<file path="src/rtl/sseg_scan_driver_if.sv">
//------------------------------------------------------------------------------
// Module  : sseg_scan_driver_if
// Brief   : Display-value inputs and multiplexed seven-segment outputs.
// Revision: 1.0 - initial release
//------------------------------------------------------------------------------
`default_nettype none

interface sseg_scan_driver_if;
  logic [15:0] value;
  logic        load;
  logic        blank_lz;
  logic [3:0]  dp_mask;
  logic [6:0]  sseg_cathode;
  logic        sseg_dp;
  logic [3:0]  sseg_anode;

  modport master (
    output value, load, blank_lz, dp_mask,
    input  sseg_cathode, sseg_dp, sseg_anode
  );

  modport slave (
    input  value, load, blank_lz, dp_mask,
    output sseg_cathode, sseg_dp, sseg_anode
  );
endinterface

`default_nettype wire

</file>
<file path="src/rtl/sseg_scan_driver.sv">
//------------------------------------------------------------------------------
// Module  : sseg_scan_driver
// Brief   : Latches a 16-bit value and scans it as hex over a 4-digit display.
// Revision: 1.0 - initial release
//------------------------------------------------------------------------------
`default_nettype none

module sseg_scan_driver #(
  parameter int REFRESH_DIV = 100000
) (
  input  wire logic        clk,
  input  wire logic        reset,
  sseg_scan_driver_if.slave bus
);

  localparam int                  PRESC_W    = $clog2(REFRESH_DIV);
  localparam logic [PRESC_W-1:0]  PRESC_LAST = PRESC_W'(REFRESH_DIV - 1);

  generate
    if (REFRESH_DIV < 2) begin : g_bad_div
      $error("sseg_scan_driver: REFRESH_DIV must be >= 2");
    end
  endgenerate

  logic [PRESC_W-1:0] presc;
  logic [1:0]         digit;
  logic [15:0]        shown;
  logic [3:0]         anode;
  logic [6:0]         cathode;
  logic               dp;

  logic [3:0]         nibble;
  logic               lz_blank;
  logic               slot_end;
  logic [3:0]         anode_nx;
  logic [6:0]         cathode_nx;
  logic               dp_nx;

  function automatic logic [6:0] hex7(input logic [3:0] n);
    logic [6:0] seg;
    case (n)
      4'h0:    seg = 7'b1000000;
      4'h1:    seg = 7'b1111001;
      4'h2:    seg = 7'b0100100;
      4'h3:    seg = 7'b0110000;
      4'h4:    seg = 7'b0011001;
      4'h5:    seg = 7'b0010010;
      4'h6:    seg = 7'b0000010;
      4'h7:    seg = 7'b1111000;
      4'h8:    seg = 7'b0000000;
      4'h9:    seg = 7'b0010000;
      4'hA:    seg = 7'b0001000;
      4'hB:    seg = 7'b0000011;
      4'hC:    seg = 7'b1000110;
      4'hD:    seg = 7'b0100001;
      4'hE:    seg = 7'b0000110;
      default: seg = 7'b0001110;
    endcase
    return seg;
  endfunction

  assign slot_end = (presc == PRESC_LAST);

  always_comb begin
    nibble   = shown[4*digit +: 4];
    lz_blank = 1'b0;
    case (digit)
      2'd1:    lz_blank = (shown[15:4]  == 12'h000);
      2'd2:    lz_blank = (shown[15:8]  == 8'h00);
      2'd3:    lz_blank = (shown[15:12] == 4'h0);
      default: lz_blank = 1'b0;
    endcase
  end

  // Last clock of each slot is dark so the previous digit cannot ghost into the next.
  always_comb begin
    anode_nx   = 4'b1111;
    cathode_nx = 7'h7F;
    dp_nx      = 1'b1;
    if (!slot_end) begin
      anode_nx   = ~(4'b0001 << digit);
      cathode_nx = (bus.blank_lz && lz_blank) ? 7'h7F : hex7(nibble);
      dp_nx      = ~bus.dp_mask[digit];
    end
  end

  always_ff @(posedge clk) begin
    if (reset) begin
      presc   <= '0;
      digit   <= 2'd0;
      shown   <= 16'h0000;
      anode   <= 4'b1111;
      cathode <= 7'h7F;
      dp      <= 1'b1;
    end else begin
      if (bus.load) begin
        shown <= bus.value;
      end
      if (slot_end) begin
        presc <= '0;
        digit <= digit + 2'd1;
      end else begin
        presc <= presc + PRESC_W'(1);
      end
      anode   <= anode_nx;
      cathode <= cathode_nx;
      dp      <= dp_nx;
    end
  end

  assign bus.sseg_anode   = anode;
  assign bus.sseg_cathode = cathode;
  assign bus.sseg_dp      = dp;

endmodule

`default_nettype wire
</file>
<file path="src/flat_wrapper.sv">
// flat-port wrapper written by rule: the top's interface ports become plain ports
module sseg_scan_driver_flat 
#(
  parameter int REFRESH_DIV = 100000
)
  (clk, reset, bus_value, bus_load, bus_blank_lz, bus_dp_mask, bus_sseg_cathode, bus_sseg_dp, bus_sseg_anode);
  sseg_scan_driver_if bus_i ();
  input  wire logic clk;
  input  wire logic reset;
  input wire logic [$bits(bus_i.value)-1:0] bus_value;
  input wire logic [$bits(bus_i.load)-1:0] bus_load;
  input wire logic [$bits(bus_i.blank_lz)-1:0] bus_blank_lz;
  input wire logic [$bits(bus_i.dp_mask)-1:0] bus_dp_mask;
  output wire logic [$bits(bus_i.sseg_cathode)-1:0] bus_sseg_cathode;
  output wire logic [$bits(bus_i.sseg_dp)-1:0] bus_sseg_dp;
  output wire logic [$bits(bus_i.sseg_anode)-1:0] bus_sseg_anode;
  assign bus_i.value = bus_value;
  assign bus_i.load = bus_load;
  assign bus_i.blank_lz = bus_blank_lz;
  assign bus_i.dp_mask = bus_dp_mask;
  assign bus_sseg_cathode = bus_i.sseg_cathode;
  assign bus_sseg_dp = bus_i.sseg_dp;
  assign bus_sseg_anode = bus_i.sseg_anode;
  sseg_scan_driver #(.REFRESH_DIV(REFRESH_DIV)) u_core (.clk(clk), .reset(reset), .bus(bus_i));
endmodule
</file>
<file path="config.mk">
export PLATFORM = sky130hd
export DESIGN_NAME = sseg_scan_driver_flat
export DESIGN_NICKNAME = d
export VERILOG_FILES = /design/src/rtl/sseg_scan_driver_if.sv /design/src/rtl/sseg_scan_driver.sv /design/src/flat_wrapper.sv
export SDC_FILE = /design/constraint.sdc
export NUM_CORES = 1
export LEC_CHECK = 0
export ABC_AREA = 1
export CORE_MARGIN = 2
export CORE_UTILIZATION = 40
export DETAILED_ROUTE_END_ITERATION = 16
export PLACE_DENSITY_LB_ADDON = 0.25
export SYNTH_ARGS = -nofsm -noshare
export SYNTH_HDL_FRONTEND = slang
export SYNTH_SLANG_ARGS = --single-unit
</file>
<file path="constraint.sdc">
create_clock -name clk -period 2 [get_ports clk]
set_clock_uncertainty 0.05 [all_clocks]
set_input_delay 0.3 -clock clk [delete_from_list [all_inputs] [get_ports clk]]
set_output_delay 0.3 -clock clk [all_outputs]
set_load 0.05 [all_outputs]
</file>
Word-level counts from Yosys, hierarchy flattened
Memories as Yosys holds them, arrays and structs flattened. A register that Yosys moved wholly into a read port is not among the register bits.
Index checks and enable logic that the tools add are counted.
{"block": "totals", "ff_bits": 40, "latchBits": 0, "ram_bits": 0, "rom_bits": 112, "inputBits": 24, "mem_count": 1}
{"memory": "(no name shown)", "words": 16, "word_bits": 7, "read_ports": 1, "rd_clocked_by_memory_dff": 1, "write_ports": 0, "line": "sseg_scan_driver.sv:41", "text": "case (n)"}
{"block": "classes", "n_addsub": 2, "multipliers": 0, "div_mod_pow": 0, "order_cmp": 1, "n_eq_ne": 4, "n_shift": 2, "n_mux": 3, "bitwise_logic": 2, "n_reduce_logical": 6}
{"cell": "$add 17x1->17 const B", "count": 1}
{"cell": "$eq 17x17->1 const B", "count": 1}
{"cell": "$shiftx 16x5->4", "count": 1}
{"cell": "$logic_not 12->1", "count": 1}
{"cell": "$logic_not 8->1", "count": 1}
{"cell": "$eq 2x2->1 const B", "count": 2}
{"cell": "$logic_not 4->1", "count": 1}
{"cell": "$not 4->4", "count": 1}
{"cell": "$shl 1x2->4 const A", "count": 1}
{"cell": "$lt 2x3->1 const B", "count": 1}
{"cell": "$pmux 1 s3", "count": 1}
{"cell": "$reduce_or 3->1", "count": 1}
{"cell": "$add 2x1->2 const B", "count": 1}
{"cell": "$bmux 1 s2", "count": 1}
{"cell": "$eq 2x1->1 const B", "count": 1}
{"cell": "$reduce_or 2->1", "count": 1}
{"cell": "$logic_and 1x1->1", "count": 1}
{"cell": "$mux 1", "count": 1}
{"cell": "$not 1->1", "count": 1}

Depth between registers and ports, before layout
Gate-level depths: netlist of the first run.
{"block": "depth", "ltp_word": 4, "ltp_mapped": 14}

Worst setup path before layout of the first run
OpenSTA, ideal clock, no wires.
{"block": "synth_path", "path_kind": "register to register", "startpoint": "register u_core.digit[0]", "endpoint": "register u_core.cathode[3] (netlist: u_core.bus.sseg_cathode[3])", "setup_time_ns": 0.122, "arrival_time_ns": 1.461, "t_required_ns": 1.828, "setup_slack_ns": 0.367, "stages_incl_launch_ff": 13, "path_buffers": 1, "synth_period_minus_slack_ns": 1.633, "path_cell_list": "dfxtp_1 inv_2 buf_6 nand2_1 nand3_1 nand2_1 inv_1 ha_1 nand3_1 nand3_1 nand2_1 inv_1 nand2_1"}
{"block": "synth_between", "elab_chain_len": 4}
{"item": "from (decl)", "line": "sseg_scan_driver.sv:26", "text": "logic [1:0] digit;"}
{"item": "from (signal assigned)", "line": "sseg_scan_driver.sv:101", "text": "digit <= digit + 2'd1;"}
{"item": "$eq 2x2->1 / $eq 2x1->1 (equally long branches)", "line": "sseg_scan_driver.sv:67", "text": "case (digit)"}
{"item": "$pmux 1 s3", "line": "sseg_scan_driver.sv:67"}
{"item": "$logic_and 1x1->1", "line": "sseg_scan_driver.sv:82", "text": "cathode_nx = (bus.blank_lz && lz_blank) ? 7'h7F : hex7(nibble);"}
{"item": "$reduce_or 3->1 (no line)"}
{"item": "to (decl)", "line": "sseg_scan_driver.sv:29", "text": "logic [6:0] cathode;"}
Parallel ways exist; a longest one is shown, timed or not.
A chain may end at the register's enable or synchronous reset.

Final worst setup path of the first run
{"block": "layout_path", "startpoint": "register u_core.anode[2] (netlist: u_core.bus.sseg_anode[2])", "endpoint": "output port bus_sseg_anode[2]"}
{"item": "from (decl)", "line": "sseg_scan_driver.sv:28", "text": "logic [3:0] anode;"}
{"item": "from (signal assigned)", "line": "sseg_scan_driver.sv:105", "text": "anode <= anode_nx;"}
{"item": "to (decl)", "line": "flat_wrapper.sv:16", "text": "output wire logic [$bits(bus_i.sseg_anode)-1:0] bus_sseg_anode;"}
No word-level cell between the ends.

==> results.md, run 1 <==
* Slowest CP cell: clkdlybuf4s50_1
* Yosys warnings at 0
* Final Max Slew Viols at 0
* VDD IR-drop max at roughly 360 µV
* Post-CTS setup buffers at 0
* NumNets Final at 401
* Worst r2r dst: u_core.bus.sseg_cathode[0]
* Endpoint, Worst Hold: u_core.presc[0]
* Cell Chain, Critical Path: clkdlybuf4s50_1
* Antenna cell count at 0
* Router iterations before antenna repair at 4
* Post-layout min period at 1760 ps
* Kind of critical path: reg2out
* Clock tree root driver cell: clkbuf_8
* Port Buffers at 35
* I/O Pins at 36
* Most frequent cells in the layout: nand2_1 (90), nor2_1 (55), dfxtp_1 (45), clkdlybuf4s50_1 (35), inv_1 (24)
* Core ar. at 5540 µm²
* All-Layer GR Usage at 16.1%
* Synth top area share at 40.6%
* Worst-skew pair later-pin latency at approximately 300 ps
* Bufs on Longest Clock Path at 2
* CP endpoint kind: output port
* FILL cells at 587
* Total grt overflow at 0
* Most common cell after layout, fill and taps aside: nand2_1
* CTS sink cnt at 47
* DR WL/cell at 10.3 µm
* Initial core utilization at 41.8%
* Final wirelength at 4.51 mm
* DP Wirelength at between 3 and 4 mm
* Max Fclk at approximately 0.57 GHz
* FP Rows at 27
* Largest area contributor in the netlist: dfxtp_1
* TritonCTS clock tree: done
* DRC violations left at 0
* CP Data Required Time at 1650 ps
* ANT nets after route at 0
* Pwr/cell area at 650 nW/µm²
* CP Buf/Inv Count at 1
* Placed cell count at 430
* Gate Count Post-Synth at ~330
* Syn Std Cell Area at 2320 µm²
* Worst min-delay path startpoint: u_core.presc[0]
* Die ar. at 6420 µm²
* Netlist cell types at 26
* Reg-to-reg critical path startpoint: u_core.digit[0]
* CP startpoint kind: register
* Initial DRC Count at 107
* CTS buffer count at 5
* Via density at 4.63
* Yosys reg bits at 47
* Initial antenna violation count at 0
* Max_cap viols at 0
* Synth-to-layout area growth at 22.3%
* CP max FO at 1
* Total nets after synthesis at 361
* Register area share after synthesis at about two fifths
* Unrepaired setup endpoints after global routing: false
* Final GP Congestion at 0.903
* Worst reg2reg path depth at 13
* Vias in the first global route at 1888
* H-tree levels at 2
* First-pass GRT wire length at approximately 8.2 mm
* Width of the die at 80.1 µm
* Fin. Hold Viols at 0
* Fin cells at roughly 440
* Crit-path max cell delay at roughly 800 ps
* Hold Crit Class: reg2reg
* Setup TNS at 0 ps
* Lkg Pwr at 0.00123 µW
* CP delay by family, top: buffers and inverters
* R2R setup slack at approximately 290 ps
* Area contributors post-synth: dfxtp_1 (41%), nand2_1 (15%), nor2_1 (8.9%)
* Via count at ~2000
* Layout cells sized above 1 at between 9 and 10%
* Clock Pin Slew Worst Setup and Hold Paths at roughly 80 ps
* Die Span Y at 80.1 µm
* WP data arrival at 1410 ps
* Largest net degree at the start of global routing at 19
* Status: finished, final reports clean
* Hold path depth at 1
* Tcrit/Tclk final at 87.8%
* Final Hold Slack at 400 ps
* Final setup viols at 0
* Synthesized area per cell at 7.13 µm²
* Slew @ Worst Pin at 501 ps
* Max-Slew Margin vs Limit at 66.5%
worst max-delay path by stage:
stage	start	to	cells past startpoint
floorplan	u_core.digit[0]	u_core.bus.sseg_cathode[3]	12
global placement	u_core.digit[0]	u_core.bus.sseg_cathode[3]	11
detailed placement	u_core.digit[0]	u_core.bus.sseg_cathode[0]	12
CTS	u_core.digit[0]	u_core.bus.sseg_cathode[0]	12
global route	u_core.digit[0]	u_core.bus.sseg_cathode[3]	12
finish	u_core.bus.sseg_anode[2]	bus_sseg_anode[2]	1
power by group:
part,leakage [µW],internal (µW),total [µW],switching [µW]
combinational,0.000797,121,293,172
clock,0.0000422,246,551,305
sequential,0.000388,978,999,20.3
metal layers:
metal | share of wire, % | wire length [µm] | global-route usage [%]
met5 | 0 | 0 | 0
met4 | 2.9 | 133 | 7.97
met3 | 5.0 | 227 | 3.93
met2 | 42 | 1880 | 24.6
met1 | 50 | 2270 | 21.1
logic make-up after synthesis:
kind of cell / count (synthesis) / share of synthesized area (%)
flops: 47 / 40.6
buf+inv: 37 / 6.91
fa+ha+maj: 12 / 6.48
compound gates: 35 / 7.99
simple gates: 188 / 35.7
xor+xnor: 6 / 2.27
cells in the mapped netlist:
library cell	instances
a21oi_2	2
dfxtp_1	47
a21oi_1	13
nor2_1	55
xor2_1	4
nand2_4	3
buf_6	2
or2_0	2
nor3_1	5
nand4_1	2
buf_4	1
clkbuf_1	3
a22oi_1	1
nand3_4	2
inv_4	1
ha_1	12
xnor2_1	2
nand3_1	19
nor2_2	4
inv_2	5
inv_1	24
o21ai_0	19
nand3_2	2
nand2_1	90
nand2_2	4
buf_1	1
registers in the layout, summed over array words and instances (netlist names):
name	count
u_core.digit	2
u_core.presc	17
u_core.bus.sseg_dp	1
u_core.bus.sseg_cathode	7
u_core.shown	16
u_core.bus.sseg_anode	4
repair_timing:
| action | 4_1_cts | 5_1_grt |
|---|---|---|
| endpoints found under the setup margin | 0 | 3 |
| gates resized for setup | 0 | 2 |
| hold buffers | 0 | 0 |
cell type report:
cell class                 count  area [µm²]  share of cell area [%]
sequential                    47         943                    33.3
timing repair buffer          40         388                    13.7
inverter                      30         115                    4.06
clock inverter                 1        5.00                   0.177
tap                           72        90.1                    3.18
multi-input combinational    241        1220                    42.9
clock buffer                   7        76.3                    2.69
per-stage QoR:
stage	power [µW]	area (µm²)	setup WS (ps)	utilization [%]
finish	1840	2830	244	51.2
global route	1950	2830	69.0	51.2
CTS	1880	2830	170	51.1
detailed placement	1320	2750	186	49.6
global placement	1310	2750	265	49.6
floorplan	1200	2320	367	-
(Power assumes the default switching activity.)
==> inputs of run 2 (changes only) <==
Settings changed: CORE_UTILIZATION 40 to 35, CTS_CLUSTER_SIZE set to 25, MAX_ROUTING_LAYER set to met4.
==> results.md, run 2 (synthesis results as in run 1) <==
* Tcrit/Tclk final at 88.0% (was 87.8%)
* Setup TNS at 0 ps (unchanged)
* Initial DRC Count at 80 (was 107)
* NumNets Final at 401 (unchanged)
* Fin cells at 443 (was 438)
* Largest Register: u_core.presc (unchanged)
* Router iterations before antenna repair at 4 (unchanged)
* H-tree levels at 2 (unchanged)
* CTS buffer count at 5 (unchanged)
* Synth-to-layout area growth at 24.2% (was 22.3%)
* FILL cells at 656 (was 587)
* Most frequent cells in the layout: nand2_1 (90), nor2_1 (55), dfxtp_1 (47), clkdlybuf4s50_1 (35), inv_1 (24) (was nand2_1 (90), nor2_1 (55), dfxtp_1 (45), clkdlybuf4s50_1 (35), inv_1 (24))
* CP startpoint kind: register (unchanged)
* Slowest CP cell: clkdlybuf4s50_1 (unchanged)
* Max_cap viols at 0 (unchanged)
* Worst min-delay path startpoint: u_core.presc[0] (unchanged)
* Hold_buf cts at 0 (unchanged)
* R2R setup slack at 250 ps (was 290 ps)
* Crit-path max cell delay at 790 ps (was 800 ps)
* Gates resized, CTS repair at 0 (unchanged)
* CP Data Required Time at 1650 ps (about the same)
* Via count at 2041 (was 2030)
* Endpoint, Worst Hold: u_core.presc[0] (unchanged)
* Metal3 WL at 193 µm (was 227 µm)
* FP Rows at 29 (was 27)
* Width of the die at 85.4 µm (was 80.1 µm)
* Post-CTS setup buffers at 0 (unchanged)
* Clock Pin Slew Worst Setup and Hold Paths at 90 ps (was 80 ps)
* Pwr/cell area at 707 nW/µm² (was 650 nW/µm²)
* Hold path depth at 1 (unchanged)
* Initial core utilization at 36.3% (was 41.8%)
* Port Buffers at 35 (unchanged)
* Final GP Congestion at 0.914 (was 0.903)
* Final Max Slew Viols at 0 (unchanged)
* CP max FO at 1 (unchanged)
* Total power at 2030 µW (was 1840 µW)
* Hold Crit Class: reg2reg (unchanged)
* Cell Chain, Critical Path: clkdlybuf4s50_1 (unchanged)
* Die Span Y at 85.4 µm (was 80.1 µm)
* Fin. Hold Viols at 0 (unchanged)
* DP Wirelength at 3.51 mm (was 3.45 mm)
* CTS sink cnt at 47 (unchanged)
* CP delay by family, top: buffers and inverters (unchanged)
* Slew @ Worst Pin at 553 ps (was 501 ps)
* Worst reg2reg path depth at 10 (was 13)
* DRC violations left at 0 (unchanged)
* Reg area at 941 µm² (was 943 µm²)
* Number of flip-flops in the largest register at 17 (unchanged)
* First-pass GRT wire length at 8.05 mm (was 8.19 mm)
* CP endpoint kind: output port (unchanged)
* All-Layer GR Usage at 13.9% (was 16.1%)
* Initial antenna violation count at 0 (unchanged)
* Antenna cell count at 0 (unchanged)
* Max Fclk at 0.568 GHz (was 0.569 GHz)
* Routed length on met2 at 1.90 mm (was 1.88 mm)
* Footprint of the multi-input gates at 1220 µm² (unchanged)
* Max-Slew Margin vs Limit at 63.1% (was 66.5%)
* Worst r2r dst: u_core.bus.sseg_cathode[5] (was u_core.bus.sseg_cathode[0])
* CP Buf/Inv Count at 1 (unchanged)
* DR WL/cell at 10.4 µm (was 10.3 µm)
* ANT nets after route at 0 (unchanged)
* Bufs on Longest Clock Path at 2 (unchanged)
* Post-layout min period at 1760 ps (about the same)
* Worst-skew pair later-pin latency at 300 ps (about the same)
* VDD IR-drop max at 355 µV (was 362 µV)
* Kind of critical path: reg2out (unchanged)
* Layout cells sized above 1 at 9.84% (unchanged)
* Most common cell after layout, fill and taps aside: nand2_1 (unchanged)
* Die ar. at 7290 µm² (was 6420 µm²)
* Final wirelength at 4.61 mm (was 4.51 mm)
* M1 wire length at 2.42 mm (was 2.27 mm)
* Via density at 4.61 (was 4.63)
* Final setup viols at 0 (unchanged)
* Unrepaired setup endpoints after global routing: false (unchanged)
* I/O Pins at 36 (unchanged)
* Largest net degree at the start of global routing at 21 (was 19)
* Reg-to-reg critical path startpoint: u_core.digit[0] (unchanged)
* Lkg Pwr at 0.00125 µW (was 0.00123 µW)
* Core ar. at 6390 µm² (was 5540 µm²)
* Clock tree root driver cell: clkbuf_8 (unchanged)
* Total grt overflow at 0 (unchanged)
* Vias in the first global route at 1860 (was 1888)
* Placed cell count at 435 (was 430)
* Highest Signal Layer: met4 (unchanged)
* Status: finished, final reports clean (unchanged)
* WP data arrival at 1410 ps (about the same)
* TritonCTS clock tree: done (unchanged)
-- run 2: cell count changes in the layout (fill, tap and decap cells not counted) --
cell / previous run / this run
bufinv_16: 0 / 1
clkbuf_1: 2 / 0
clkbuf_8: 5 / 6
clkinv_2: 1 / 0
dfxtp_1: 45 / 47
dfxtp_2: 2 / 0
inv_6: 0 / 1
-- run 2: where the power goes --
group	internal (µW)	total [µW]	switching (µW)
Combinational	120	292	172
Sequential	978	999	20.7
Clock	411	744	332
Total	1510	2030	525
-- run 2: per-stage QoR --
step / hold WS [ps] / instance area (µm²) / util, % / setup slack, ps
after floorplan: 367 / 2320 / - / 367
after global placement: 384 / 2760 / 43.2 / 326
after detailed placement: 394 / 2760 / 43.2 / 282
after CTS: 409 / 2880 / 45.1 / 221
after global routing: 439 / 2880 / 45.1 / 70.6
final: 409 / 2880 / 45.1 / 240
-- run 2: cell type report --
class,instances,area share (%)
well taps,77,3.35
multi-input cells,241,42.3
clock buffers,6,2.87
clock inverters,2,1.35
flip-flops and latches,47,32.7
repair buffers,40,13.5
inverters,30,4.00
-- run 2: worst max-delay path by stage --
stage / cells after the start / end / startpoint / slack [ps]
2_1_floorplan: 12 / u_core.bus.sseg_cathode[3] / u_core.digit[0] / 370
3_3_place_gp: 12 / u_core.bus.sseg_cathode[0] / u_core.digit[0] / 330
3_5_place_dp: 12 / u_core.bus.sseg_cathode[0] / u_core.digit[0] / 280
4_1_cts: 1 / bus_sseg_anode[3] / u_core.bus.sseg_anode[3] / 220
5_1_grt: 12 / u_core.bus.sseg_cathode[0] / u_core.digit[0] / 70
6_report: 1 / bus_sseg_anode[3] / u_core.bus.sseg_anode[3] / 240
-- run 2: layer usage --
| layer | vias to the layer above | global-route usage (%) |
|---|---|---|
| met2 | 47 | 20.6 |
| met5 | - | - |
| met3 | 10 | 2.82 |
| li1 | 1097 | - |
| met1 | 887 | 18.4 |
| met4 | 0 | 5.92 |
-- run 2: worst register-to-register path: stages, from the launching register on --
cell     delay [ps]
dfxtp_1         440
inv_2           100
nand2_1          70
nand3_1          60
nand2_1         180
inv_1           130
ha_1            270
nand3_1         120
nor2_1           50
a21oi_1         110
nand2_1          60
